File: src/rtl/multicycle_controller.sv
// Multicycle control FSM (fetch / decode / execute-memory / writeback) for the 16-bit datapath.
// Optional macro CTRL_ILLEGAL_TRAP_EN: undefined instructions trap into FAULT instead of running as NOP.
module multicycle_controller #(
  parameter int WIDTH       = 16,
  parameter int MEM_TIMEOUT = 15
) (
  input  logic             clk,
  input  logic             reset,
  input  logic [WIDTH-1:0] instr,
  input  logic [7:0]       psr,
  input  logic             memReady,
  output logic             irWrite,
  output logic             PCEN,
  output logic             PSREN,
  output logic             NextInstruction,
  output logic             StoreReg,
  output logic             WriteData,
  output logic             regWrite,
  output logic             ZeroExtend,
  output logic             SrcB,
  output logic             shiftType,
  output logic             JmpEN,
  output logic             BranchEN,
  output logic             JALEN,
  output logic             memWrite,
  output logic [3:0]       ALUcond,
  output logic [1:0]       chooseResult,
  output logic             memFault
);

  typedef enum logic [3:0] {
    S_FETCH  = 4'd0,  S_DECODE = 4'd1,  S_RTYPE  = 4'd2,  S_ITYPE  = 4'd3,
    S_SHIFT  = 4'd4,  S_LDADDR = 4'd5,  S_LDWAIT = 4'd6,  S_STADDR = 4'd7,
    S_STWAIT = 4'd8,  S_BCOND  = 4'd9,  S_JCOND  = 4'd10, S_JAL    = 4'd11,
    S_NOP    = 4'd12, S_FAULT  = 4'd13
  } state_t;

`ifdef CTRL_ILLEGAL_TRAP_EN
  localparam state_t S_ILLEGAL = S_FAULT;
`else
  localparam state_t S_ILLEGAL = S_NOP;
`endif

  localparam logic [3:0] TIMEOUT = 4'(MEM_TIMEOUT);

  state_t           state_q, state_d;
  logic [3:0]       cnt_q, cnt_d;
  logic [WIDTH-1:0] ir_q, ir_d;
  logic             cond_q, cond_d;
  logic             settle_q;
  logic [3:0]       op_s, rdest_s, ext_s;
  logic             active_s;
  logic             unused_rsrc_s;

  function automatic logic cond_met(input logic [3:0] cc, input logic [7:0] flags);
    logic met;
    case (cc)
      4'b0000: met = flags[6];
      4'b0001: met = ~flags[6];
      4'b0010: met = flags[0];
      4'b0011: met = ~flags[0];
      4'b0110: met = flags[7];
      4'b0111: met = ~flags[7];
      4'b1110: met = 1'b1;
      default: met = 1'b0;
    endcase
    return met;
  endfunction

  function automatic logic [3:0] sat_inc(input logic [3:0] v);
    return (v == 4'hF) ? v : v + 4'd1;
  endfunction

  assign op_s          = ir_q[15:12];
  assign rdest_s       = ir_q[11:8];
  assign ext_s         = ir_q[7:4];
  assign unused_rsrc_s = ^ir_q[3:0];
  // settle_q blanks every strobe in the first cycle after reset
  assign active_s      = ~reset & ~settle_q;

  // State register plus wait counter, latched instruction and sampled branch condition.
  always_ff @(posedge clk) begin
    if (reset) begin
      state_q  <= S_FETCH;
      cnt_q    <= 4'd0;
      ir_q     <= {WIDTH{1'b0}};
      cond_q   <= 1'b0;
      settle_q <= 1'b1;
    end else begin
      state_q  <= state_d;
      cnt_q    <= cnt_d;
      ir_q     <= ir_d;
      cond_q   <= cond_d;
      settle_q <= 1'b0;
    end
  end

  // Next-state and wait-counter logic.
  always_comb begin
    state_d = state_q;
    cnt_d   = cnt_q;
    ir_d    = ir_q;
    cond_d  = cond_q;
    if (settle_q) begin
      cnt_d = 4'd0;
    end else begin
      case (state_q)
        S_FETCH: begin
          if (memReady) begin
            ir_d    = instr;
            cnt_d   = 4'd0;
            state_d = S_DECODE;
          end else if (cnt_q == TIMEOUT) begin
            state_d = S_FAULT;
          end else begin
            cnt_d = sat_inc(cnt_q);
          end
        end
        S_DECODE: begin
          cond_d = cond_met(rdest_s, psr);
          cnt_d  = 4'd0;
          case (op_s)
            4'b0000: state_d = S_RTYPE;
            4'b0001, 4'b0010, 4'b0011, 4'b0101,
            4'b1001, 4'b1011, 4'b1101: state_d = S_ITYPE;
            4'b1000: state_d = S_SHIFT;
            4'b1100: state_d = S_BCOND;
            4'b0100: begin
              case (ext_s)
                4'b0000: state_d = S_LDADDR;
                4'b0100: state_d = S_STADDR;
                4'b1100: state_d = S_JCOND;
                4'b1000: state_d = S_JAL;
                default: state_d = S_ILLEGAL;
              endcase
            end
            default: state_d = S_ILLEGAL;
          endcase
        end
        S_LDADDR: state_d = S_LDWAIT;
        S_STADDR: state_d = S_STWAIT;
        S_LDWAIT, S_STWAIT: begin
          if (memReady) begin
            cnt_d   = 4'd0;
            state_d = S_FETCH;
          end else if (cnt_q == TIMEOUT) begin
            state_d = S_FAULT;
          end else begin
            cnt_d = sat_inc(cnt_q);
          end
        end
        S_RTYPE, S_ITYPE, S_SHIFT, S_BCOND, S_JCOND, S_JAL, S_NOP: begin
          cnt_d   = 4'd0;
          state_d = S_FETCH;
        end
        S_FAULT: state_d = S_FAULT;
        default: state_d = S_FAULT;
      endcase
    end
  end

  // Control strobes decoded from the current state.
  always_comb begin
    irWrite         = 1'b0;
    PCEN            = 1'b0;
    PSREN           = 1'b0;
    NextInstruction = 1'b0;
    StoreReg        = 1'b0;
    WriteData       = 1'b0;
    regWrite        = 1'b0;
    ZeroExtend      = 1'b0;
    SrcB            = 1'b0;
    shiftType       = 1'b0;
    JmpEN           = 1'b0;
    BranchEN        = 1'b0;
    JALEN           = 1'b0;
    memWrite        = 1'b0;
    ALUcond         = 4'b0000;
    chooseResult    = 2'b00;
    memFault        = 1'b0;
    if (active_s) begin
      case (state_q)
        S_FETCH: begin
          NextInstruction = 1'b1;
          irWrite         = memReady;
        end
        S_RTYPE: begin
          ALUcond      = ext_s;
          SrcB         = 1'b1;
          chooseResult = 2'b01;
          PSREN        = 1'b1;
          PCEN         = 1'b1;
          regWrite     = (ext_s != 4'b1011);
          WriteData    = (ext_s != 4'b1011);
        end
        S_ITYPE: begin
          ALUcond      = op_s;
          ZeroExtend   = (op_s == 4'b0001) | (op_s == 4'b0010) | (op_s == 4'b0011);
          chooseResult = 2'b01;
          PSREN        = 1'b1;
          PCEN         = 1'b1;
          regWrite     = (op_s != 4'b1011);
          WriteData    = (op_s != 4'b1011);
        end
        S_SHIFT: begin
          shiftType = ir_q[4];
          regWrite  = 1'b1;
          WriteData = 1'b1;
          PCEN      = 1'b1;
        end
        // WriteData stays low so the register file takes memory data
        S_LDWAIT: begin
          regWrite = memReady;
          PCEN     = memReady;
        end
        S_STWAIT: begin
          memWrite = 1'b1;
          StoreReg = 1'b1;
          PCEN     = memReady;
        end
        S_BCOND: begin
          BranchEN     = cond_q;
          chooseResult = 2'b10;
          PCEN         = 1'b1;
        end
        S_JCOND: begin
          JmpEN        = cond_q;
          chooseResult = 2'b10;
          PCEN         = 1'b1;
        end
        S_JAL: begin
          JALEN        = 1'b1;
          chooseResult = 2'b11;
          regWrite     = 1'b1;
          WriteData    = 1'b1;
          PCEN         = 1'b1;
        end
        S_NOP:   PCEN = 1'b1;
        S_FAULT: memFault = 1'b1;
        default: memFault = 1'b0;
      endcase
    end else begin
      memFault = 1'b0;
    end
  end

endmodule

File: config.mk
export PLATFORM = sky130hd
export DESIGN_NAME = multicycle_controller
export DESIGN_NICKNAME = d
export VERILOG_FILES = /design/src/rtl/multicycle_controller.sv
export SDC_FILE = /design/constraint.sdc
export NUM_CORES = 1
export LEC_CHECK = 0
export ABC_AREA = 0
export CORE_ASPECT_RATIO = 2
export CORE_MARGIN = 4
export CORE_UTILIZATION = 35
export DETAILED_ROUTE_END_ITERATION = 8
export DONT_BUFFER_PORTS = 1
export GPL_TIMING_DRIVEN = 0
export RECOVER_POWER = 50
export SYNTH_ARGS = -nofsm -noshare
export SYNTH_HDL_FRONTEND = slang
export SYNTH_SLANG_ARGS = --single-unit
export TNS_END_PERCENT = 1
File: constraint.sdc
create_clock -name clk -period 2.4 [get_ports clk]
set_clock_uncertainty 0.2 [all_clocks]
set_input_delay 0.48 -clock clk [delete_from_list [all_inputs] [get_ports clk]]
set_output_delay 0.48 -clock clk [all_outputs]
set_load 0.1 [all_outputs]
Yosys cells after proc, flatten, opt, wreduce, memory -nomap -nowiden
Index checks and enable logic that the tools add are counted.
{ "word_totals": {"register_bits": 26, "input_bits": 27, "wordCells": 110} }
{ "op_classes": {"n_addsub": 1, "n_eq_ne": 36, "muxes": 43, "bitwise": 8, "reduce_logical": 17} }
{ "ops": {"columns": ["operator", "count"], "rows": [
  ["== test 4 bit, second input constant", 15],
  ["== test 4 x 3 -> 1 bit, second input constant", 9],
  ["two-way mux 1 bit", 26],
  ["== test 4 x 2 -> 1 bit, second input constant", 6],
  ["two-way mux 4 bit", 6],
  ["case mux 4 bit (6 select lines)", 1],
  ["case mux 4 bit (5 select lines)", 1],
  ["zero test 4 bit", 4],
  ["case mux 4 bit (2 select lines)", 2],
  ["case mux 4 bit (4 select lines)", 1],
  ["OR reduction 7 bit", 2],
  ["== test 4 x 1 -> 1 bit, second input constant", 3],
  ["OR reduction 2 bit", 5],
  ["inequality test 4 bit, second input constant", 2],
  ["OR reduction 8 bit", 1],
  ["case mux 1 bit (7 select lines)", 1],
  ["case mux 2 bit (3 select lines)", 1],
  ["NOT 1 bit", 5],
  ["adder 4 x 1 -> 4 bit, second input constant", 1],
  ["case mux 1 bit (4 select lines)", 1],
  ["AND reduction 2 bit", 2],
  ["inequality test 3 bit, second input constant", 1],
  ["case mux 1 bit (3 select lines)", 1],
  ["AND reduction 3 bit", 1],
  ["6 further kinds", 7]
]} }

Logic depth before layout (Yosys ltp)
Gate-level depths: netlist (run 1).
{ "depth": {"word_depth": 5, "ltp_mapped": 7, "ltp_nobuf": 5} }

Worst setup path before layout (run 1)
No wires, ideal clock.
{ "synth_path": {"path_kind": "input to output", "startpoint": "in reset", "endpoint": "out irWrite", "arrival_time_ps": 4740, "setup_slack_ps": -3020, "stages": 4, "path_cell_list": "or2_1 > buf_6 > nor4_1 > and2_1"} }
{ "synth_via": {"elab_chain_len": 3} }
{ "synth_rtl": {"columns": ["item", "line", "text"], "rows": [
  ["start, declared", "8", "input logic reset,"],
  ["NOT 1 bit", "79", "assign active_s = ~reset & ~settle_q;"],
  ["bitwise AND 1 bit", "79", null],
  ["two-way mux 1 bit", "181", "if (active_s) begin"],
  ["end, declared", "12", "output logic irWrite,"]
]} }
No other way between the ends.

Worst setup path after layout (run 1)
{ "layout_path": {"startpoint": "reg settle_q", "endpoint": "out ZeroExtend"} }
{ "layout_via": {"elab_chain_len": 3} }
{ "layout_rtl": {"columns": ["item", "line", "text"], "rows": [
  ["start, declared", "50", "logic settle_q;"],
  ["start signal, assigned", "88", "settle_q <= 1'b1;"],
  ["start signal, assigned", "94", "settle_q <= 1'b0;"],
  ["NOT 1 bit (no source line)", null, null],
  ["bitwise AND 1 bit", "79", null],
  ["two-way mux 1 bit", "181", null],
  ["end, declared", "19", "output logic ZeroExtend,"]
]} }
No other way between the ends.

==> results.md, run 1 <==
- Status: finished, violations left
- Violated checks: setup timing
- Sequential share of the synthesized area: roughly 28%
- Total grt overflow: 0
- Worst r2r src: state_q[0]
- Share of post-route cells with drive strength above 1: 25.7%
- Final hold violations: 0
- Fmax: 0.311 GHz
- Critical path's largest stage delay: roughly 0.81 ns
- Synth Warn #: 0
- CTS tree: yes
- Post-synthesis register bit count: 22
- Critical-path top delay cell: nor3_4
- Number of distinct library cells after synthesis: 48
- Worst Path Max Fanout: 9
- Core Area: around 4300 um2
- Peak supply drop: approximately 0.42 mV
- Most common cell on crit path: buf_6
- Initial drt markers: 58
- I/O pins: 48
- N_diodes: 0
- Initial Util: between 30% and 40%
- IO buf count: 0
- Pin count of the biggest net entering global routing: 14
- Post-detail-place hpwl: approximately 3.5 mm
- Cell Count, Final, Fillers Out: about 260
- Placer Congestion: 0.856
- Startpoint type of the worst setup path: register
- Worst R2R Setup Slack: around 0.43 ns
- Relative slew slack: about 7.2%
- # DRC: 0
- # rows: 34
- Avg Inst Size Synth: approximately 7.7 um2
- Clk_lat worst skew: 0.26 ns
- Area after DPL: 1750 um2
- DP Worst Slack: -0.823 ns
- Main synth FF type: dfxtp_1
- Routed vias: 1,526
- Clk pin slew, worst setup/hold paths: 0.08 ns
- Max clock buf depth: 2
- Synth Net Count: 230
- Setup Crit Path Kind: register to primary output
- Vias in the first global route: 1,562
- Routed wire length: ~4.6 mm
- CTS root buf: clkbuf_8
- Initial antenna violation count: 0
- Worst Tran Pin Value: around 1.4 ns
- Setup crit end kind: primary output
- Post-DRT Antenna Nets: 0
- Fin worst setup slack: -0.813 ns
- Post-synth EDFFs: 0
- Leak: roughly 0.00077 uW
- Post-CTS Hold Buffers: 0
- First-pass GRT wire length: between 7 and 8 mm
- Die Span Y: roughly 100 um
- Clk sinks: 22
- Cell area after layout: ~2000 um2
- GRT Overall Usage: between 15 and 20%
- Placed Instances: between 200 and 300
- Crit. Startpoint: settle_q
- Fin. max-slew vios: 0
- RSZ-0062 raised after global routing: true
- Worst hold path type: input port to register
- Period minus WS final: around 3.2 ns
- Die X-Extent: roughly 55 um
- Worst Path Arrival: around 2.5 ns
- Via density: ~5.8
- First-pass detailed-route iteration total: 4
- Critical hold path startpoint: reset
- Clock buffer count from CTS: 3
- H-tree depth: 1
- Final setup violation count: 20
- WL/cell: about 17 um
- Crit share post-route: 134%
- Mapped Cells: slightly above 200
- Nets: about 240
- Die area: approximately 5600 um2
- WHS: 0.0328 ns
- Area growth, synth to finish: 26.0%
- PwrDens: 488 nW/um2
- Overall Power: 957 uW
- Fill cell count: ~470
- Synth Cell Area: 1560 um2
- Max cap viols: 0
- WP data required: 1.72 ns
- Crit path cell chain: or2_1, buf_6, buf_4, or3_4, buf_6, nor3_4
- Async set or reset register ratio after synthesis: 0%
cell families (layout without fill, tap and decap cells):
group                      Yosys count  after routing  share of synthesized area [%]
adders and majority gates            1              1                          0.804
xor gates and xnor gates             2              2                           1.13
and+or+nand+nor                     85             85                           28.0
AOI/OAI and AO/OA                   49             49                           20.7
DFF                                 22             22                           28.3
muxes                               19             19                           12.3
buffers and inverters               24             32                           8.76
final timing paths:
check	endpoint	cells past startpoint
min reg2reg	cnt_q[1]	2
max	ZeroExtend	6
max reg2reg	ir_q[15]	6
min	settle_q	0
power breakdown:
group	internal, uW	total (uW)	switching (uW)
sequential	379	398	19.6
combinational	74.8	215	141
clock	223	343	120
cell usage after synthesis, types with 2 or more instances:
library cell	count	area share, %
a2111oi_0	2	1.1
a211oi_1	2	0.96
a21oi_1	13	4.2
a21oi_2	2	1.1
a22oi_1	2	0.96
a311oi_1	2	1.1
a31oi_1	2	0.80
and2_1	2	0.80
and3_1	3	1.2
buf_2	4	1.3
buf_6	5	3.6
clkbuf_1	7	1.7
dfxtp_1	22	28
inv_1	6	1.4
mux2i_1	18	12
nand2_1	8	1.9
nand2b_1	5	2.0
nand3_1	5	1.6
nand3b_1	2	0.96
nor2_1	35	8.4
nor2b_1	3	1.2
nor3_1	7	2.3
nor4_1	2	0.80
o21ai_0	12	3.9
o311ai_0	2	1.1
o31ai_1	2	0.96
o32ai_1	2	1.1
or2_1	2	0.80
or2_2	2	0.80
or3_1	2	0.80
or3_4	2	1.4
critical path, delay by kind of cell, from the launching register on:
family | cells | cell delay (ns)
flops | 1 | 0.35
buf+inv | 3 | 0.50
simple gates | 3 | 1.41
flip-flops by register name, summed over array words and instances (netlist names):
name and flops:
cnt_q 4, state_q 4, cond_q 1, ir_q 12, settle_q 1
placed cells by master, fill, tap and decap left out, drive strengths merged, types with 3 or more instances in the layout:
cell / Yosys / layout
clkbuf: 7 / 9
mux2i: 18 / 18
nor3: 8 / 8
and3: 3 / 3
or3: 4 / 4
nand2b: 5 / 5
nand3: 5 / 5
a21oi: 15 / 15
buf: 10 / 15
nor2: 35 / 35
dfxtp: 22 / 22
o21ai: 12 / 12
nor2b: 3 / 3
inv: 7 / 6
or2: 4 / 4
nand2: 8 / 8
final cells by class:
cell class | count | area (um2) | area share (%)
timing repair buffer | 7 | 52.6 | 2.68
tap | 54 | 67.6 | 3.45
clock inverter | 1 | 30.0 | 1.53
buffer | 14 | 108 | 5.49
sequential | 22 | 453 | 23.1
inverter | 7 | 38.8 | 1.98
multi-input combinational | 156 | 1170 | 59.7
clock buffer | 3 | 41.3 | 2.11
metal layers:
| metal | track usage, % | part of all wire, % | wire length [um] |
|---|---|---|---|
| met1 | 16.7 | 34 | 1560 |
| met2 | 32.4 | 59 | 2690 |
| met3 | 1.90 | 2.5 | 113 |
| met4 | 9.18 | 4.2 | 193 |
| met5 | 0 | 0 | 0 |
per-stage QoR:
stage	TNS, ns	utilization [%]
floorplan	-7.91	-
global placement	-10.89	39.5
detailed placement	-8.54	40.2
CTS	-9.26	44.0
global route	-10.28	45.2
finish	-9.06	45.2
timing repair:
action	in CTS	in global routing
resized for setup	25	14
setup buffers	2	5
setup endpoints to repair	21	21
pin swaps	12	5
Note: power is estimated with default switching activity, not from simulation.
==> run 2, diff against run 1 <==
--- a/config.mk
+++ b/config.mk
@@ -10,3 +10,3 @@
 export CORE_MARGIN = 4
-export CORE_UTILIZATION = 35
+export CORE_UTILIZATION = 45
 export DETAILED_ROUTE_END_ITERATION = 8
--- a/constraint.sdc
+++ b/constraint.sdc
@@ -4,2 +4,2 @@
 set_output_delay 0.48 -clock clk [all_outputs]
-set_load 0.1 [all_outputs]
+set_load 0.005 [all_outputs]
==> results.md, run 2 (same netlist as run 1, synthesis figures left out) <==
- Status: finished, violations left
- Violated checks: setup timing
- # rows: 30 (-12%)
- Total grt overflow: 0 (unchanged)
- Initial antenna violation count: 0 (unchanged)
- Max clock buf depth: 2 (unchanged)
- Final setup TNS: -0.224 ns (+8.84 ns)
- Post-CTS setup buffer count: 0 (-2)
- Period minus WS final: 2.46 ns (-0.754 ns)
- Worst hold path type: input port to register
- Met1 usage: 19.4% (+2.7 points)
- Post-detail-place hpwl: 3.51 mm (+1.4%)
- Reg2reg path depth: 6 (unchanged)
- Cell area after layout: 1690 um2 (-14%)
- Hold worst-path end: settle_q
- Routed vias: 1,541 (+0.98%)
- RSZ-0062 raised after global routing: true
- Final hold violations: 0 (unchanged)
- Initial drt markers: 64 (+10%)
- Pin count of the biggest net entering global routing: 14 (unchanged)
- Startpoint type of the worst setup path: register
- Post-CTS Hold Buffers: 0 (unchanged)
- WHS: 0.0237 ns (-0.00909 ns)
- Max cap viols: 0 (unchanged)
- Worst R2R Setup Slack: 0.33 ns (-0.10 ns)
- IO buf count: 0 (unchanged)
- Nets: 235 (-1.7%)
- Number of cells on the worst hold path: 0 (unchanged)
- Overall Power: 913 uW (-4.6%)
- Routed wire length: 4.44 mm (-2.6%)
- CTS tree: yes
- First-pass GRT wire length: 7.40 mm (+3.9%)
- Die Span Y: 91.2 um (-11%)
- Worst r2r src: state_q[0]
- Peak supply drop: 0.353 mV (-16%)
- Vias in the first global route: 1,570 (+0.51%)
- WP data required: 1.72 ns (about the same)
- Crit path buf inv count: 3 (unchanged)
- Post-DRT Antenna Nets: 0 (unchanged)
- Share of post-route cells with drive strength above 1: 14.6% (-11 points)
- GRT Overall Usage: 20.6% (+3.5 points)
- Area after DPL: 1600 um2 (-8.5%)
- Relative slew slack: 64.4% (+57 points)
- Met2 usage: 41.4% (+9.0 points)
- Leak: 0.000679 uW (-12%)
- Crit path max-delay family: simple AND/OR/NAND/NOR gates
- Worst Path Max Fanout: 10 (+1)
- Fin worst setup slack: -0.0591 ns (+0.754 ns)
- # DRC: 0 (unchanged)
- First-pass detailed-route iteration total: 5 (+1)
- Clk pin slew, worst setup/hold paths: 0.09 ns (about the same)
- Clock buffer count from CTS: 3 (unchanged)
- Clk sinks: 22 (unchanged)
- Area growth, synth to finish: 8.68%
- Worst R2R End: ir_q[12]
- Crit share post-route: 102% (-31 points)
- Critical hold path startpoint: reset
- Top Usage Layer GRT: met2
- Critical-path top delay cell: or3_4
- Largest regs: ir_q: 12 flops, cnt_q: 4 flops, state_q: 4 flops
- Die X-Extent: 49.6 um (-10%)
- Commonest non-fill, non-tap cell in the layout: nor2_1
- Final setup violation count: 7 (-65%)
- Initial Util: 46.1% (+10 points)
- Most common cell on crit path: buf_6
- Most frequent cells in the layout: nor2_1, dfxtp_1, mux2i_1
- WL/cell: 18.7 um (+8.1%)
- PwrDens: 540 nW/um2 (+11%)
- CTS root buf: clkbuf_8
- Clk_lat worst skew: 0.27 ns (about the same)
- Max reg flops: 12 (unchanged)
- Core Area: 3380 um2 (-22%)
- Setup crit end kind: primary output
- Crit path cell chain: buf_6, or2_1, buf_6, or3_4, buf_6, nor3_2
- Worst Tran Pin Value: 0.533 ns (-0.848 ns)
- Via density: 6.47 (+12%)
- Fmax: 0.407 GHz (+31%)
- Worst Path Arrival: 1.78 ns (-0.75 ns)
- Setup Crit Path Kind: register to primary output
- DP Worst Slack: 0.0536 ns (+0.876 ns)
- Critical path's largest stage delay: 0.36 ns (-0.45 ns)
- Routing usage on met3: 2.63% (+0.73 points)
- H-tree depth: 1 (unchanged)
- Fin. max-slew vios: 0 (unchanged)
- Biggest register: ir_q
- N_diodes: 0 (unchanged)
- Die area: 4520 um2 (-20%)
- Placer Congestion: 0.907 (+6.0%)
- I/O pins: 48 (unchanged)
==> run 2: changes by cell type in the layout (fill, tap and decap cells not counted), sizes merged <==
cell,previous run,this run
clkinv,1,0
buf,15,9
clkbuf,9,11
inv,6,7
==> run 2: worst max-delay path by stage <==
stage | depth (start not counted) | slack, ns | end | startpoint
detailed placement | 5 | 0.05 | memWrite | reset
CTS | 6 | -0.07 | ZeroExtend | settle_q
finish | 6 | -0.06 | ZeroExtend | settle_q
floorplan | 5 | 0.26 | ZeroExtend | reset
global route | 7 | -0.11 | chooseResult[0] | settle_q
global placement | 5 | 0.06 | memWrite | reset
==> run 2: power breakdown <==
part           internal, uW  switching (uW)  total, uW
clock                   223             133        356
sequential              381            17.9        399
combinational          63.7            94.2        158
==> run 2: worst register-to-register path: stages, from the launching register on <==
cell      delay, ns
dfxtp_1        0.34
buf_6          0.14
nor2_1         0.42
nand3_1        0.26
clkbuf_2       0.32
mux2i_1        0.21
nor2_1         0.05
==> run 2: repair_timing <==
item	4_1_cts	5_1_grt
pin swaps	1	0
resized for setup	2	10
setup endpoints to repair	11	12
==> run 2: metrics by stage <==
| step | std cells | util [%] |
|---|---|---|
| after floorplan | 202 | - |
| after global placement | 234 | 47.3 |
| after detailed placement | 234 | 47.3 |
| after CTS | 238 | 49.4 |
| after global routing | 238 | 50.1 |
| final | 238 | 50.1 |
==> run 2: layout make-up <==
| type | count | area, um2 |
|---|---|---|
| Clock inverter | 1 | 30.0 |
| Sequential cell | 22 | 440 |
| Buffer | 17 | 119 |
| Tap cell | 32 | 40.0 |
| Fill cell | 357 | 1690 |
| Clock buffer | 3 | 41.3 |
| Multi-Input combinational cell | 156 | 995 |
| Inverter | 7 | 26.3 |
==> run 2: metal layers <==
metal  part of all wire [%]  vias to the layer above
li1                       -                      736
met1                     33                      747
met2                     60                       48
met3                    3.6                       10
met4                    2.6                        0
met5                      0                        -
==> run 3, diff against run 2 <==
CORE_MARGIN = 5   (was 4)
==> results.md, run 3 (same netlist as run 1, synthesis figures left out) <==
- WL/cell: 19.4 um (+4.2%)
- Initial drt markers: 95 (+48%)
- P_sw: 239 uW (-2.7%)
- Relative slew slack: 65.5% (+1.1 points)
- Pin count of the biggest net entering global routing: 12 (-2)
- Max clock buf depth: 2 (unchanged)
- Crit path cell chain: buf_6, or2_1, buf_6, or3_4, buf_6, inv_2, or2_1
- Clock buffer count from CTS: 3 (unchanged)
- Sequential Power Share: 50.0% (+6.3 points)
- Combinational power share: 20.4% (+3.1 points)
- Utilization after layout: 49.7% (-0.41 points)
- Area growth, synth to finish: 7.80%
- Worst hold path type: input port to register
- Total grt overflow: 0 (unchanged)
- Peak supply drop: 0.344 mV (-2.6%)
- Worst r2r src: state_q[0]
- Die X-Extent: 51.6 um (+4.0%)
- Critical hold path startpoint: reset
- Int Pwr: 558 uW (-16%)
- Fin worst setup slack: -0.0237 ns (+0.0355 ns)
- Violated checks: setup timing
- Final setup violation count: 3 (-4)
- Via density: 6.44 (-0.58%)
- Fmax: 0.413 GHz (+1.5%)
- Routed wire length: 4.62 mm (+4.2%)
- PwrDens: 475 nW/um2 (-12%)
- Setup crit end kind: primary output
- Largest regs: ir_q: 12 flops, cnt_q: 4 flops, state_q: 4 flops
- Commonest non-fill, non-tap cell in the layout: nor2_1
- Crit. Startpoint: settle_q
- First-pass detailed-route iteration total: 4 (-1)
- Period minus WS final: 2.42 ns (-0.0355 ns)
- N_diodes: 0 (unchanged)
- First-pass GRT wire length: 7.59 mm (+2.6%)
- WP data required: 1.72 ns (about the same)
- Post-DRT Antenna Nets: 0 (unchanged)
- # DRC: 0 (unchanged)
- Max reg flops: 12 (unchanged)
- Vias in the first global route: 1,539 (-2.0%)
- Met2 usage: 39.3% (-2.1 points)
- Initial Util: 46.1% (unchanged)
- Post-detail-place hpwl: 3.60 mm (+2.7%)
- Routing usage on met3: 3.19% (+0.56 points)
- CTS root buf: clkbuf_8
- Die area: 4810 um2 (+6.3%)
- H-tree depth: 1 (unchanged)
- Die Span Y: 93.2 um (+2.2%)
- Critical-path top delay cell: or3_4
- Clk pin slew, worst setup/hold paths: 0.08 ns (about the same)
- Fin. max-slew vios: 0 (unchanged)
- Routed vias: 1,532 (-0.58%)
- Overall Power: 796 uW (-13%)
- Top Usage Layer GRT: met2
- WHS: 0.0343 ns (+0.0106 ns)
- GRT Overall Usage: 20.5% (-0.17 points)
- Startpoint type of the worst setup path: register
- Worst Path Arrival: 1.74 ns (-0.04 ns)
- CTS tree: yes
- I/O pins: 48 (unchanged)
- Most frequent cells in the layout: nor2_1, dfxtp_1, mux2i_1
- Initial antenna violation count: 0 (unchanged)
- Worst Tran Pin Value: 0.511 ns (-0.0213 ns)
- Setup Crit Path Kind: register to primary output
- Met1 usage: 20.4% (+1.0 points)
- Clk sinks: 22 (unchanged)
- Share of post-route cells with drive strength above 1: 14.6% (unchanged)
- Status: finished, violations left
- RSZ-0062 raised after global routing: true
- Cell Count, Final, Fillers Out: 238 (unchanged)
- Leak: 0.000680 uW (+0.14%)
- Worst Path Max Fanout: 10 (unchanged)
- Max cap viols: 0 (unchanged)
- Crit share post-route: 101% (-1.5 points)
- # rows: 30 (unchanged)
- Switching Share: 30.0% (+3.1 points)
- IO buf count: 0 (unchanged)
- Biggest register: ir_q
- Most common cell on crit path: buf_6
- Final hold violations: 0 (unchanged)
- Placer Congestion: 0.912 (+0.47%)
- Final setup TNS: -0.0404 ns (+0.184 ns)
- Nets: 236 (+0.43%)
- Critical path's largest stage delay: 0.37 ns (about the same)
- Clock power share: 29.7% (-9.3 points)
- Placed Instances: 234 (unchanged)
- Clk_lat worst skew: 0.27 ns (about the same)
- Core Area: 3380 um2 (unchanged)
## run 3: changes by cell type in the layout (fill, tap and decap cells not counted), sizes merged
cell and delta:
clkbuf +1, bufinv -1
## run 3: cell type report
type	instances	area [um2]
buffer	17	121
clock buffer	3	41.3
fill	350	1700
inverter	7	26.3
multi-input combinational	156	1000
sequential	22	440
tap	32	40.0
timing repair buffer	1	7.51
## run 3: stage by stage
stage	setup WS [ns]	area [um2]
2_1_floorplan	0.255	1560
3_3_place_gp	0.0486	1600
3_5_place_dp	0.0436	1600
4_1_cts	-0.0290	1660
5_1_grt	-0.0811	1680
6_report	-0.0237	1680
## run 3: worst paths after layout
path | to | slack [ns] | depth (start not counted)
setup / recovery | chooseResult[0] | -0.02 | 7
setup reg to reg | ir_q[10] | 0.35 | 6
hold reg to reg | cnt_q[1] | 0.28 | 2
hold / removal | settle_q | 0.03 | 0
## run 3: power groups by stage
stage                     clock, uW  sequential (uW)  combinational [uW]
final                           236              398                 162
after global routing            258              402                 178
after CTS                       239              398                 160
after detailed placement          0              407                 156
after global placement            0              406                 151
after floorplan                   0              401                 124
## run 3: worst max-delay path: cells and delay by family (launching register included)
| kind | cells | cell delay (ns) |
|---|---|---|
| buffers and inverters | 4 | 0.45 |
| flip-flops | 1 | 0.31 |
| AND/OR/NAND/NOR | 3 | 0.71 |
## run 3: layer usage
metal	vias up	routed length (um)
met1	725	1550
met4	0	131
met5	-	0
met2	57	2720
met3	14	229
li1	736	-
## run 3: what timing repair did
action / in CTS / in global routing
buffers inserted: 1 / 0
hold buffers: 0 / 0
resized for setup: 5 / 9
endpoints found under the setup margin: 11 / 12
pin swaps: 2 / 0
endpoints found under the hold margin: 0 / 0
